===== src/rtl/mc_ctrl.sv =====
// mc_ctrl: multicycle MIPS control FSM. It sequences fetch, decode, execute,
// memory and write-back, and drives the ALU code plus the datapath selects.
module mc_ctrl (
    input  logic        clk,
    input  logic        rst_n,
    input  logic [31:0] instr,
    input  logic [5:0]  mem_rdata_op,
    input  logic        mem_ack,
    input  logic        equal,
    output logic        mem_req,
    output logic        mem_we,
    output logic        mem_addr_sel,
    output logic        ir_write,
    output logic [3:0]  ALUop,
    output logic        alu_x_sel,
    output logic [1:0]  alu_y_sel,
    output logic        reg_write,
    output logic        reg_dst,
    output logic        mem_to_reg,
    output logic        pc_write,
    output logic [1:0]  pc_src,
    output logic        halted,
    output logic        illegal
);

    typedef enum logic [2:0] {StFetch, StDecode, StExec, StMem, StWb, StHalt} state_e;
    typedef enum logic [2:0] {KAlu, KLoad, KStore, KBeq, KBne, KJump} kind_e;

    localparam logic [3:0] AluIdle = 4'hD;

    state_e      state_q, state_d;
    logic        illegal_q, illegal_d;

    logic        dec_legal;
    logic        dec_sys;
    kind_e       dec_kind;
    logic [3:0]  dec_op;
    logic        dec_xs;
    logic [1:0]  dec_ys;

    wire [5:0] opcode = instr[31:26];
    wire [5:0] funct  = instr[5:0];

    // Register fields and the reserved memory opcode tap are consumed by the datapath only.
    logic unused_bits;
    assign unused_bits = ^{mem_rdata_op, instr[25:6]};

    // Instruction decode: class, legality, ALU code and operand selects.
    always_comb begin
        dec_legal = 1'b1;
        dec_sys   = 1'b0;
        dec_kind  = KAlu;
        dec_op    = AluIdle;
        dec_xs    = 1'b0;
        dec_ys    = 2'd0;
        case (opcode)
            6'h00: begin
                case (funct)
                    6'h00: begin dec_op = 4'h0; dec_xs = 1'b1; dec_ys = 2'd3; end
                    6'h02: begin dec_op = 4'h2; dec_xs = 1'b1; dec_ys = 2'd3; end
                    6'h03: begin dec_op = 4'h1; dec_xs = 1'b1; dec_ys = 2'd3; end
                    6'h04: begin dec_op = 4'h0; dec_xs = 1'b1; end
                    6'h06: begin dec_op = 4'h2; dec_xs = 1'b1; end
                    6'h07: begin dec_op = 4'h1; dec_xs = 1'b1; end
                    6'h20, 6'h21: dec_op = 4'h5;
                    6'h22, 6'h23: dec_op = 4'h6;
                    6'h24: dec_op = 4'h7;
                    6'h25: dec_op = 4'h8;
                    6'h26: dec_op = 4'h9;
                    6'h27: dec_op = 4'hA;
                    6'h2A: dec_op = 4'hB;
                    6'h2B: dec_op = 4'hC;
                    6'h0C: dec_sys = 1'b1;
                    default: dec_legal = 1'b0;
                endcase
            end
            6'h08, 6'h09: begin dec_op = 4'h5; dec_ys = 2'd1; end
            6'h0A: begin dec_op = 4'hB; dec_ys = 2'd1; end
            6'h0B: begin dec_op = 4'hC; dec_ys = 2'd1; end
            6'h0C: begin dec_op = 4'h7; dec_ys = 2'd2; end
            6'h0D: begin dec_op = 4'h8; dec_ys = 2'd2; end
            6'h0E: begin dec_op = 4'h9; dec_ys = 2'd2; end
            6'h23: dec_kind = KLoad;
            6'h2B: dec_kind = KStore;
            6'h04: dec_kind = KBeq;
            6'h05: dec_kind = KBne;
            6'h02: dec_kind = KJump;
            default: dec_legal = 1'b0;
        endcase
    end

    // State register and sticky illegal flag.
    always_ff @(posedge clk or negedge rst_n) begin
        if (!rst_n) begin
            state_q   <= StFetch;
            illegal_q <= 1'b0;
        end else begin
            state_q   <= state_d;
            illegal_q <= illegal_d;
        end
    end

    // Next-state logic.
    always_comb begin
        state_d   = state_q;
        illegal_d = illegal_q;
        case (state_q)
            StFetch:  if (mem_ack) state_d = StDecode;
            StDecode: begin
                if (!dec_legal) begin
                    state_d   = StHalt;
                    illegal_d = 1'b1;
                end else if (dec_sys) begin
                    state_d = StHalt;
                end else begin
                    state_d = StExec;
                end
            end
            StExec: begin
                case (dec_kind)
                    KLoad, KStore:     state_d = StMem;
                    KBeq, KBne, KJump: state_d = StFetch;
                    default:           state_d = StWb;
                endcase
            end
            StMem:    if (mem_ack) state_d = (dec_kind == KLoad) ? StWb : StFetch;
            StWb:     state_d = StFetch;
            StHalt:   state_d = StHalt;
            default:  state_d = StFetch;
        endcase
    end

    // Output decode; everything is forced idle while reset is held so requests
    // and write enables drop the moment rst_n falls.
    always_comb begin
        mem_req      = 1'b0;
        mem_we       = 1'b0;
        mem_addr_sel = 1'b0;
        ir_write     = 1'b0;
        ALUop        = AluIdle;
        alu_x_sel    = 1'b0;
        alu_y_sel    = 2'd0;
        reg_write    = 1'b0;
        reg_dst      = 1'b0;
        mem_to_reg   = 1'b0;
        pc_write     = 1'b0;
        pc_src       = 2'd0;
        halted       = 1'b0;
        illegal      = 1'b0;
        if (rst_n) begin
            case (state_q)
                StFetch: begin
                    mem_req  = 1'b1;
                    ir_write = mem_ack;
                end
                StDecode: pc_write = dec_legal && !dec_sys;
                StExec: begin
                    case (dec_kind)
                        KBeq, KBne: begin
                            ALUop    = 4'h6;
                            pc_src   = 2'd1;
                            pc_write = (dec_kind == KBeq) ? equal : !equal;
                        end
                        KJump: begin
                            pc_write = 1'b1;
                            pc_src   = 2'd2;
                        end
                        KLoad, KStore: begin
                            ALUop     = 4'h5;
                            alu_y_sel = 2'd1;
                        end
                        default: begin
                            ALUop     = dec_op;
                            alu_x_sel = dec_xs;
                            alu_y_sel = dec_ys;
                        end
                    endcase
                end
                StMem: begin
                    mem_req      = 1'b1;
                    mem_addr_sel = 1'b1;
                    mem_we       = (dec_kind == KStore);
                    ALUop        = 4'h5;
                end
                StWb: begin
                    reg_write  = 1'b1;
                    reg_dst    = (opcode == 6'h00);
                    mem_to_reg = (dec_kind == KLoad);
                end
                StHalt: begin
                    halted  = 1'b1;
                    illegal = illegal_q;
                end
                default: ;
            endcase
        end
    end

endmodule


===== config.mk =====
export PLATFORM = sky130hd
export DESIGN_NAME = mc_ctrl
export DESIGN_NICKNAME = d
export VERILOG_FILES = /design/src/rtl/mc_ctrl.sv
export SDC_FILE = /design/constraint.sdc
export NUM_CORES = 1
export LEC_CHECK = 0
export BUFFER_PORTS_ARGS = -buffer_cell sky130_fd_sc_hd__buf_2
export CAP_MARGIN = 5
export CORE_UTILIZATION = 45
export DETAILED_ROUTE_END_ITERATION = 7
export GPL_TIMING_DRIVEN = 0
export PLACE_DENSITY = 0.85
export SYNTH_ARGS = -nofsm -noshare
export SYNTH_HDL_FRONTEND = slang
export SYNTH_SLANG_ARGS = --single-unit
export TNS_END_PERCENT = 1

===== constraint.sdc =====
create_clock -name clk -period 3.5 [get_ports clk]
set_input_delay 0.175 -clock clk [delete_from_list [all_inputs] [get_ports clk]]
set_output_delay 0.175 -clock clk [all_outputs]
set_load 0.005 [all_outputs]

**Word level (Yosys, flattened, before mapping)**

Index checks and enable logic that the tools add are counted.

- Flip-flop bits (word level): 4
- Output and inout bits: 19

- Eq/ne operators: 40
- Multiplexer cells: 52
- Bitwise gates (word level): 1
- Reductions and logical operators: 25

Operators with widths:

| operator | number |
|---|---|
| 6-bit == test, second input constant | 12 |
| 6-bit by 4-bit == test with 1-bit output, second input constant | 8 |
| 4-bit one-hot mux with 11 select lines | 1 |
| 6-bit by 3-bit == test with 1-bit output, second input constant | 5 |
| 3-bit one-hot mux with 5 select lines | 2 |
| 1-bit two-way mux | 28 |
| 4-bit one-hot mux with 7 select lines | 1 |
| 6-bit by 2-bit == test with 1-bit output, second input constant | 3 |
| 2-bit OR reduction | 9 |
| 17-bit OR reduction | 1 |
| 3-bit two-way mux | 5 |
| 3-bit by 2-bit == test with 1-bit output, second input constant | 4 |
| 3-bit == test, second input constant | 4 |
| 6-bit logical NOT | 2 |
| 4-bit one-hot mux with 3 select lines | 1 |
| 12-bit OR reduction | 1 |
| 2-bit two-way mux | 5 |
| 3-bit OR reduction | 3 |
| 2-bit one-hot mux with 2 select lines | 2 |
| 4-bit one-hot mux with 2 select lines | 1 |
| 3-bit by 1-bit == test with 1-bit output, second input constant | 2 |
| 1-bit one-hot mux with 2 select lines | 3 |
| 2-bit one-hot mux with 3 select lines | 1 |
| 3-bit one-hot mux with 2 select lines | 1 |
| 10 further kinds | 13 |

**Logic depth before layout (Yosys ltp)**

Gate-level depths: netlist of run 1.

- Depth in word-level cells: 7
- Mapped depth: 6

**Worst setup path before layout of run 1**

Ideal clock, no wire load.

- Path type: in2out
- From: input instr[31]
- To: output ALUop[0]
- Arrival time: 1.412 ns
- Required time: 3.325 ns
- Path slack: 1.913 ns
- Cell stages on the path: 6
- Path buffers: 1
- Cell sequence: buf_2 > nor4_1 > nand2_1 > a31oi_1 > a2111oi_0 > o41ai_1

- Cells in the longest elaborated chain, start to end: 7
- Elaborated cells between the ends (all ways): 26
- Classes of those cells: eq/ne: 17; mux: 5; reduce/logical: 4

RTL lines:

| item | RTL line | source |
|---|---|---|
| start, declared | 6 | `input logic [31:0] instr,` |
| 6-bit by 2-bit == test with 1-bit output (tied with other cells) | 56 | `case (opcode)` |
| 3-bit one-hot mux with 5 select lines | 56 |  |
| 3-bit by 1-bit == test with 1-bit output (tied with other cells) | 158 | `case (dec_kind)` |
| 2-bit OR reduction | 158 |  |
| 4-bit one-hot mux with 3 select lines (*) | 158 |  |
| 4-bit one-hot mux with 2 select lines (*) | 151 | `case (state_q)` |
| 4-bit two-way mux (*) | 150 | `if (rst_n) begin` |
| end, declared | 14 | `output logic [3:0] ALUop,` |

Mark *: on every way between the ends. The rest lies on a longest branch, timed or not.

**Final worst setup path of run 1**

- From: input rst_n
- To: output ALUop[1]

- Cells in the longest elaborated chain, start to end: 1

RTL lines:

| item | RTL line | source |
|---|---|---|
| start, declared | 5 | `input logic rst_n,` |
| 4-bit two-way mux | 150 |  |

No other way between the ends.

==> flow_metrics.py, run 1 <==
metrics = {
    "status": {
        "status": "finished clean",
    },
    "finish": {
        "num_antenna_cells": 0,
        "final_nets": 219,
        "nFillCells": 191,
        "final_layout_size_suffix_gt1_share_pct": 24.6,
        "syn2layout_area_growth_pct": 23.8,
    },
    "sta": {
        "rsz0062_at_grt": "no",
        "slew_viol_final": 0,
        "setup_slack_ns": 1.11,
        "period_share_pct": 68.3,
        "tightest_slew_ns": 0.515,
        "finalSetupViolCount": 0,
        "fin_setup_tns_ns": 0,
        "fin_skew_ns": 0.000191,
        "fin_crit_ns": 2.39,
        "hold_viol_final": 0,
        "slew_headroom_pct": 65.2,
        "fmax_mhz": 418,
    },
    "route": {
        "drc_errors": 0,
        "wirelength_um": 2840,
        "antenna_left": 0,
        "dr_wl_met3_um": 180,
        "highest_layer": "met4",
        "dr.first_iter.drc_count": 60,
        "wl_met2_um": 1390,
        "via_count": 1246,
        "firstDrtPassIters": 4,
        "wire_per_inst_um": 14.0,
        "via_per_inst": 6.17,
        "wl_met1_um": 1240,
    },
    "logic_synthesis": {
        "synthTopCellsByArea": "dfrtp_1 11%, nor2_1 7.3%, o31ai_1 4.8%",
        "yosysWarnings": 0,
        "yosysMostFrequentCell": "nor2_1",
        "syn_inst": 140,
        "synthArstFlopShare_pct": 100,
        "syn-num-nets": 182,
        "ys.flop_type": "dfrtp_1",
        "synth-edff-count": 0,
        "synth_area_um2": 930,
        "synth_area_leader_cell": "dfrtp_1",
        "yosysUniqueCellTypes": 48,
        "synth_top_area_share_pct": 10.8,
        "syn_avg_cell_area_um2": 6.64,
        "ys_seq_elements": 4,
        "ys_seq_area_share_pct": 10.8,
        "synth_common_cells": "18 x nor2_1, 8 x clkbuf_1, 7 x inv_1, 7 x nand2_1",
    },
    "power": {
        "p_leak_nw": 0.512,
        "p_sw_w": 0.000149,
        "p_seq_share_pct": 24.5,
        "power_density_nw_per_um2": 278,
        "pwr-share-clk_pct": 18.8,
        "ir_drop_mv": 0.268,
        "p_int_w": 0.000171,
        "p_comb_share_pct": 56.7,
        "switching_share_pct": 46.6,
    },
    "cts": {
        "clockRootBuffer": "clkbuf_4",
        "cts.htree.levels": 1,
        "cts.sink_count": 4,
        "clk_pin_slew_worst_paths_ns": 0.04,
        "insertion_delay_ns": 0.24,
        "cts_tree": "yes",
        "numCtsBuffers": 3,
        "postCtsSetupBuffers": 0,
        "clockBufferDepth": 2,
        "ctsResizeCount": 0,
    },
    "global_routing": {
        "gr-usage-all-layers_pct": 26.5,
        "grt_pass1_vias": 1027,
        "gr-total-overflow": 0,
        "antenna_found_initial": 0,
        "grt_max_degree": 11,
        "grt_pass1_wl_um": 4340,
    },
    "floorplan": {
        "die-height_um": 47.5,
        "design.core.area_um2": 1940,
        "rows": 16,
        "io_pins": 61,
        "die_area_um2": 2250,
        "start_util_pct": 47.9,
        "die_x_um": 47.5,
    },
    "worst_setup_path": {
        "crit_type": "primary input to output pin",
        "arrival_ns": 2.22,
        "required_ns": 3.32,
        "worst_setup_path_start_kind": "primary input",
        "ff2ff_path_depth": 4,
        "critPathCaptureType": "output pin",
        "path_max_fanout": 10,
    },
    "place": {
        "gp_congestion": 0.894,
        "dp_hpwl_um": 2180,
        "dp_slack_ns": 1.55,
        "port_buffers": 31,
    },
    "hold_path": {
        "holdCritPathClass": "primary input to flop",
        "hold_depth": 4,
    },
    "run": {
        "max_cap_violations": 0,
    },
}
[logic make-up (layout without fill, tap and decap cells)]
kind of cell	Yosys count	count (layout)	share of synthesized area (%)
AO/OA/AOI/OAI	47	47	37.0
AND/OR/NAND/NOR	69	69	42.5
flip-flops	4	4	10.8
buffers and inverters	18	53	7.67
multiplexers	1	1	1.08
XOR/XNOR	1	1	0.942
[layout by cell type (no fill, tap or decap), types with 2 or more instances in the layout]
cell type,count
a2111oi_0,2
a211oi_1,2
a21oi_1,6
a31oi_1,4
and2_1,3
and3_1,5
buf_2,34
clkbuf_1,8
clkbuf_4,3
dfrtp_1,4
inv_1,7
nand2_1,7
nand2b_1,6
nand3_1,2
nor2_1,18
nor2b_1,6
nor3_1,6
nor3b_1,4
nor4b_1,3
o211ai_1,2
o21ai_0,4
o21ai_1,4
o221ai_1,2
o311a_1,2
o31ai_1,6
[state kept, by name, indices dropped and copies added, names as in the netlist]
signal	flops
illegal_q	1
state_q	3
[worst paths after layout]
kind | from | slack (ns) | end
max in group asynchronous | rst_n | 3.02 | state_q[0]$_DFFE_PN0P_
setup reg to reg | state_q[2]$_DFFE_PN0P_ | 2.11 | state_q[0]$_DFFE_PN0P_
hold reg to reg | illegal_q$_DFFE_PN0P_ | 0.45 | illegal_q$_DFFE_PN0P_
min in group asynchronous | rst_n | 0.32 | state_q[1]$_DFFE_PN0P_
setup / recovery | rst_n | 1.11 | ALUop[1]
hold / removal | mem_ack | 0.28 | state_q[0]$_DFFE_PN0P_
[critical path, cell delays in order]
cell	delay, ns
dlygate4sd3_1	0.53
buf_2	0.21
nor2b_1	0.21
nand2_1	0.18
nor3_1	0.41
o221ai_1	0.21
a21oi_1	0.16
buf_2	0.13
[per-stage QoR]
step           total power [W]  area, um2  cells  utilization (%)  hold slack, ns
5_1_grt               0.000350       1150    202             59.3           0.305
6_report              0.000320       1150    202             59.3           0.278
4_1_cts               0.000319       1150    202             59.3           0.276
3_5_place_dp          0.000256       1120    198             57.6          0.0222
3_3_place_gp          0.000248       1120    198             57.6          0.0166
2_1_floorplan         0.000200        930    140                -          -0.121
[layout make-up]
| cell class | instances | area [um2] | share of cell area (%) |
|---|---|---|---|
| inverter | 7 | 26.3 | 2.28 |
| timing repair buffer | 32 | 165 | 14.3 |
| multi-input combinational | 118 | 758 | 65.9 |
| tap | 27 | 33.8 | 2.93 |
| buffer | 11 | 45.0 | 3.91 |
| clock buffer | 3 | 22.5 | 1.96 |
| sequential | 4 | 100 | 8.70 |
[power groups by stage]
stage          clock (W)  combinational [W]  sequential (W)
4_1_cts        0.0000605           0.000180       0.0000783
5_1_grt        0.0000657           0.000204       0.0000800
3_3_place_gp           0           0.000171       0.0000777
3_5_place_dp           0           0.000177       0.0000790
2_1_floorplan          0           0.000126       0.0000733
6_report       0.0000601           0.000181       0.0000785
[what timing repair did]
action,CTS,global route
hold endpoints to repair,4,0
hold buffers,1,0
endpoints found under the setup margin,0,0
[metal layers]
metal | up-vias | GRT usage (%)
met5 | - | 0
met4 | 0 | 5.14
met3 | 4 | 6.04
met2 | 61 | 44.9
met1 | 575 | 34.5
li1 | 606 | -
Note: power is estimated with default switching activity, not from simulation.
==> run 2, diff against run 1 <==
--- a/config.mk
+++ b/config.mk
@@ -7,10 +7,10 @@
 export LEC_CHECK = 0
 export BUFFER_PORTS_ARGS = -buffer_cell sky130_fd_sc_hd__buf_2
 export CAP_MARGIN = 5
-export CORE_UTILIZATION = 45
+export CORE_UTILIZATION = 38
 export DETAILED_ROUTE_END_ITERATION = 7
 export GPL_TIMING_DRIVEN = 0
-export PLACE_DENSITY = 0.85
+export PLACE_DENSITY = 0.76
 export SYNTH_ARGS = -nofsm -noshare
 export SYNTH_HDL_FRONTEND = slang
 export SYNTH_SLANG_ARGS = --single-unit
==> constraint.sdc (replaced) <==
create_clock -name clk -period 2 [get_ports clk]
set_input_delay 0.1 -clock clk [delete_from_list [all_inputs] [get_ports clk]]
set_output_delay 0.1 -clock clk [all_outputs]
set_load 0.005 [all_outputs]
==> flow_metrics.py, run 2 (synthesis results as in run 1) <==
metrics = {
    "global_routing": {
        "grt_pass1_vias": 1134,
        "grt.met1_usage_pct": 30.8,
        "use_met2_pct": 40.9,
        "busiest_layer": "met2",
        "use_met3_pct": 2.08,
        "antenna_found_initial": 0,
        "gr-total-overflow": 0,
        "gr-usage-all-layers_pct": 23.3,
        "grt_pass1_wl_um": 4840,
        "grt_max_degree": 11,
    },
    "floorplan": {
        "die_x_um": 51.5,
        "design.core.area_um2": 2250,
        "rows": 17,
        "io_pins": 61,
        "start_util_pct": 41.2,
        "die-height_um": 51.5,
        "die_area_um2": 2650,
    },
    "hold_path": {
        "holdCritPathClass": "primary input to flop",
    },
    "sta": {
        "fin_skew_ns": 0.00302,
        "period_share_pct": 92.4,
        "fmax_mhz": 541,
        "finalSetupViolCount": 0,
        "fin_crit_ns": 1.85,
        "setup_slack_ns": 0.152,
        "rsz0062_at_grt": "yes",
        "hold_viol_final": 0,
        "slew_viol_final": 0,
        "slew_headroom_pct": 65.2,
        "tightest_slew_ns": 0.515,
    },
    "route": {
        "antenna_left": 0,
        "dr.first_iter.drc_count": 63,
        "wire_per_inst_um": 14.1,
        "wirelength_um": 2870,
        "via_count": 1252,
        "via_per_inst": 6.17,
        "firstDrtPassIters": 4,
        "drc_errors": 0,
    },
    "worst_setup_path": {
        "worst_path_most_repeated_cell": "buf_2",
        "crit_path_max_incr_delay_ns": 0.46,
        "critPathCaptureType": "output pin",
        "required_ns": 1.90,
        "arrival_ns": 1.75,
        "crit_type": "primary input to output pin",
        "worst_setup_path_start_kind": "primary input",
        "path_max_fanout": 10,
        "crit_slowest_cell": "or3b_1",
        "crit_chain": "buf_2 > clkbuf_1 > or3b_1 > a211o_1 > a21oi_1 > o311a_1 > buf_2",
    },
    "cts": {
        "cts.sink_count": 4,
        "clockRootBuffer": "clkbuf_4",
        "postCtsSetupBuffers": 0,
        "clockBufferDepth": 2,
        "cts_tree": "yes",
        "cts.htree.levels": 1,
        "clk_pin_slew_worst_paths_ns": 0.04,
        "numCtsBuffers": 3,
        "insertion_delay_ns": 0.23,
    },
    "finish": {
        "mostFrequentLayoutCells": "34 x buf_2, 17 x nor2_1, 8 x clkbuf_1, 7 x inv_1",
        "syn2layout_area_growth_pct": 27.3,
        "nFillCells": 242,
        "fin_area_um2": 1180,
        "final_common_cell": "buf_2",
        "final_layout_size_suffix_gt1_share_pct": 28.0,
        "final_nets": 219,
        "largest_register_ffs": 3,
        "largest_register": "state_q",
        "num_antenna_cells": 0,
        "reg.largest.list": "state_q: 3 flops, illegal_q: 1 flops",
    },
    "place": {
        "dp_slack_ns": 0.0730,
        "gp_congestion": 0.931,
        "dpl-instance-area_um2": 1120,
        "port_buffers": 31,
        "dp_hpwl_um": 2270,
    },
    "power": {
        "ir_drop_mv": 0.413,
        "p_leak_nw": 0.520,
        "power_density_nw_per_um2": 471,
    },
    "run": {
        "max_cap_violations": 0,
    },
    "status": {
        "status": "finished clean",
    },
}
-- run 2: changes by cell type in the layout (fill, tap and decap cells not counted) --
cell	before	now
nor4_2	0	1
nor4b_2	0	1
nor3_1	6	5
nand2_1	7	6
nor2_1	18	17
nor4b_1	3	2
nor3_4	1	2
nor2b_1	6	5
nor2_2	0	1
nor4_1	1	0
nor2b_2	0	1
nand2_2	0	1
-- run 2: layout make-up --
type                    instances  area [um2]  share of cell area, %
multi-input cells             118         790                   66.7
plain buffers                  11        45.0                   3.81
repair buffers                 32         165                   14.0
inverters                       7        26.3                   2.22
flip-flops and latches          4         100                   8.46
clock buffers                   3        22.5                   1.90
well taps                      28        35.0                   2.96
-- run 2: worst paths after layout --
kind / startpoint / end / slack (ns) / cells past startpoint
worst min register to register: illegal_q$_DFFE_PN0P_ / illegal_q$_DFFE_PN0P_ / 0.47 / 2
max in group asynchronous: rst_n / state_q[1]$_DFFE_PN0P_ / 1.52 / 2
min in group asynchronous: rst_n / illegal_q$_DFFE_PN0P_ / 0.31 / 2
worst min-delay path: mem_ack / state_q[0]$_DFFE_PN0P_ / 0.22 / 4
worst max register to register: state_q[2]$_DFFE_PN0P_ / state_q[0]$_DFFE_PN0P_ / 0.61 / 4
worst max-delay path: instr[26] / alu_y_sel[0] / 0.15 / 7
-- run 2: what timing repair did --
item | in CTS | in global routing
endpoints found under the hold margin | 4 | 0
pin swaps | 0 | 1
setup endpoints to repair | 1 | 3
hold buffers | 1 | 0
resized for setup | 1 | 6
-- run 2: critical path, delay by kind of cell --
kind	cells	cell delay, ns
buffers and inverters	3	0.44
AND/OR/NAND/NOR	1	0.46
AO/OA/AOI/OAI	3	0.75
-- run 2: metrics by stage --
stage | total power [W] | cells | utilization, % | hold slack [ns] | TNS (ns)
2_1_floorplan | 0.000349 | 140 | - | -0.196 | 0
3_5_place_dp | 0.000449 | 199 | 49.7 | -0.0566 | 0
6_report | 0.000557 | 203 | 52.5 | 0.225 | 0
5_1_grt | 0.000612 | 203 | 52.5 | 0.251 | -0.0396
4_1_cts | 0.000550 | 203 | 51.3 | 0.222 | 0
3_3_place_gp | 0.000436 | 199 | 49.7 | -0.0601 | 0
-- run 2: routing by layer --
layer,vias up,part of all wire (%)
li1,603,-
met1,576,42
met2,71,49
met3,2,8.9
met4,0,0.73
met5,-,0
-- run 2: where the power goes --
group	leakage [nW]	internal [W]	switching, W
Combinational	0.463	0.000131	0.000189
Sequential	0.0433	0.000102	0.0000381
Clock	0.0138	0.0000668	0.0000289
Total	0.520	0.000301	0.000256
==> run 3, diff against run 2 <==
--- a/config.mk
+++ b/config.mk
@@ -5,9 +5,10 @@
 export SDC_FILE = /design/constraint.sdc
 export NUM_CORES = 1
 export LEC_CHECK = 0
+export ABC_AREA = 1
 export BUFFER_PORTS_ARGS = -buffer_cell sky130_fd_sc_hd__buf_2
 export CAP_MARGIN = 5
-export CORE_UTILIZATION = 38
+export CORE_UTILIZATION = 39
 export DETAILED_ROUTE_END_ITERATION = 7
 export GPL_TIMING_DRIVEN = 0
 export PLACE_DENSITY = 0.76
==> flow_metrics.py, run 3 <==
metrics = {
    "route": {
        "via_per_inst": 5.05,
        "wl_met1_um": 1240,
        "wire_per_inst_um": 10.2,
        "dr_wl_met3_um": 159,
        "via_count": 1334,
        "drc_errors": 0,
        "dr.first_iter.drc_count": 62,
        "wirelength_um": 2700,
        "antenna_left": 0,
        "highest_layer": "met3",
        "wl_met2_um": 1300,
        "firstDrtPassIters": 4,
    },
    "power": {
        "pwr-share-clk_pct": 18.0,
        "p_int_w": 0.000300,
        "power_density_nw_per_um2": 475,
        "p_leak_nw": 0.755,
        "p_comb_share_pct": 59.5,
        "p_seq_share_pct": 22.5,
        "ir_drop_mv": 0.468,
        "switching_share_pct": 50.0,
        "p_sw_w": 0.000300,
    },
    "logic_synthesis": {
        "syn-num-nets": 238,
        "syn_inst": 196,
        "ys_seq_area_share_pct": 9.82,
        "syn_avg_cell_area_um2": 5.20,
        "synthTopCellsByArea": "nand2_1 15%, nor2_1 13%, inv_1 13%",
        "synth_area_leader_cell": "nand2_1",
        "ys_seq_elements": 4,
        "yosysMostFrequentCell": "nand2_1",
        "synth-edff-count": 0,
        "synthArstFlopShare_pct": 100,
        "yosysUniqueCellTypes": 24,
        "synth_common_cells": "41 x nand2_1, 36 x nor2_1, 34 x inv_1",
        "yosysWarnings": 0,
        "synth_top_area_share_pct": 15.1,
        "ys.flop_type": "dfrtp_1",
        "synth_area_um2": 1020,
    },
    "global_routing": {
        "gr-usage-all-layers_pct": 20.6,
        "grt_pass1_wl_um": 4330,
        "antenna_found_initial": 0,
        "grt_pass1_vias": 1085,
        "gr-total-overflow": 0,
        "grt_max_degree": 10,
    },
    "hold_path": {
        "holdCritPathClass": "primary input to flop",
        "hold_depth": 5,
    },
    "worst_setup_path": {
        "critPathCaptureType": "output pin",
        "critPathLaunch": "state_q[2]$_DFFE_PN0P_",
        "ff2ff_path_depth": 7,
        "arrival_ns": 1.68,
        "worst_setup_path_start_kind": "flop",
        "crit_type": "flop to output pin",
        "setup.worst_path.end": "ALUop[1]",
        "r2r-end": "state_q[2]$_DFFE_PN0P_",
        "reg2reg_slack_ns": 0.65,
        "required_ns": 1.90,
        "r2r_start": "state_q[2]$_DFFE_PN0P_",
        "path_max_fanout": 5,
    },
    "cts": {
        "numCtsBuffers": 3,
        "insertion_delay_ns": 0.24,
        "clockBufferDepth": 2,
        "clockRootBuffer": "clkbuf_4",
        "cts_tree": "yes",
        "clk_pin_slew_worst_paths_ns": 0.04,
        "cts.htree.levels": 1,
        "cts.sink_count": 4,
    },
    "finish": {
        "ff_latch_area_um2": 100,
        "nFillCells": 298,
        "final_layout_size_suffix_gt1_share_pct": 28.2,
        "largest_register": "state_q",
        "fin_area_um2": 1260,
        "syn2layout_area_growth_pct": 23.8,
        "largest_register_ffs": 3,
        "num_antenna_cells": 0,
        "reg.largest.list": "state_q: 3 flops, illegal_q: 1 flops",
        "final_nets": 278,
        "multi_input_area_um2": 754,
        "final_common_cell": "nand2_1",
        "mostFrequentLayoutCells": "41 x nand2_1, 35 x nor2_1, 34 x inv_1, 34 x buf_2, 23 x nand3_1",
    },
    "place": {
        "dp_slack_ns": 0.392,
        "dp_hpwl_um": 2230,
        "dpl-instance-area_um2": 1230,
        "port_buffers": 34,
        "gp_congestion": 0.890,
    },
    "sta": {
        "period_share_pct": 89.1,
        "finalSetupViolCount": 0,
        "rsz0062_at_grt": "no",
        "hold_viol_final": 0,
        "setup_slack_ns": 0.218,
        "fin_setup_tns_ns": 0,
        "tightest_slew_ns": 0.319,
        "slew_viol_final": 0,
        "fin_skew_ns": 0.00243,
        "fmax_mhz": 561,
        "slew_headroom_pct": 78.5,
        "fin_crit_ns": 1.78,
    },
    "floorplan": {
        "io_pins": 61,
        "design.core.area_um2": 2480,
        "die_x_um": 53.1,
        "rows": 18,
        "start_util_pct": 41.2,
        "die_area_um2": 2820,
        "die-height_um": 53.1,
    },
    "run": {
        "max_cap_violations": 0,
    },
    "status": {
        "status": "finished clean",
    },
}
run 3: worst max-delay path: stages, from the launching register on:
cell     delay, ns
dfrtp_1       0.42
nor2_1        0.12
inv_1         0.08
nor2_1        0.09
inv_1         0.09
nor2_2        0.20
nand2_1       0.10
a31o_1        0.19
nand2_1       0.05
buf_2         0.10
run 3: power by group through the flow:
| stage | clock (W) | combinational, W | sequential [W] |
|---|---|---|---|
| after detailed placement | 0 | 0.000351 | 0.000133 |
| final | 0.000108 | 0.000357 | 0.000135 |
| after global routing | 0.000115 | 0.000416 | 0.000140 |
| after global placement | 0 | 0.000343 | 0.000132 |
| after CTS | 0.000108 | 0.000355 | 0.000132 |
| after floorplan | 0 | 0.000254 | 0.000127 |
run 3: timing repair:
item | CTS | global route
resized for setup | 0 | 1
hold buffers | 1 | 0
setup endpoints to repair | 0 | 2
buffers inserted | 0 | 0
endpoints found under the hold margin | 4 | 0
run 3: cell type report:
type	count	share of cell area [%]
Clock buffer	3	1.78
Inverter	41	13.3
Multi-Input combinational cell	151	59.8
Sequential cell	4	7.93
Tap cell	30	2.97
Timing Repair Buffer	35	14.3
run 3: per-stage QoR:
stage               instances  utilization [%]  power [W]  hold WS, ns
finish                    264             51.0   0.000599        0.155
global route              264             51.0   0.000670        0.171
CTS                       264             50.9   0.000594        0.153
detailed placement        260             49.5   0.000483      -0.0739
global placement          260             49.5   0.000475      -0.0719
floorplan                 196                -   0.000381       -0.196
run 3: kinds of logic after synthesis:
| group | count (synthesis) | synth area share (%) |
|---|---|---|
| AO/OA/AOI/OAI | 20 | 11.9 |
| AND/OR/NAND/NOR | 130 | 61.0 |
| buffers and inverters | 41 | 16.4 |
| flip-flops | 4 | 9.82 |
| XOR/XNOR | 1 | 0.859 |
run 3: worst min-delay path by stage:
stage / startpoint / end / slack [ns]
2_1_floorplan: rst_n / illegal_q$_DFFE_PN0P_ / -0.20
3_3_place_gp: rst_n / illegal_q$_DFFE_PN0P_ / -0.07
3_5_place_dp: rst_n / illegal_q$_DFFE_PN0P_ / -0.07
4_1_cts: mem_ack / state_q[0]$_DFFE_PN0P_ / 0.15
5_1_grt: mem_ack / state_q[0]$_DFFE_PN0P_ / 0.17
6_report: mem_ack / state_q[0]$_DFFE_PN0P_ / 0.15
run 3: layer usage:
metal	up-vias	track usage [%]
met4	0	4.39
met1	578	25.4
met5	-	0
met2	60	37.1
li1	696	-
met3	0	3.16
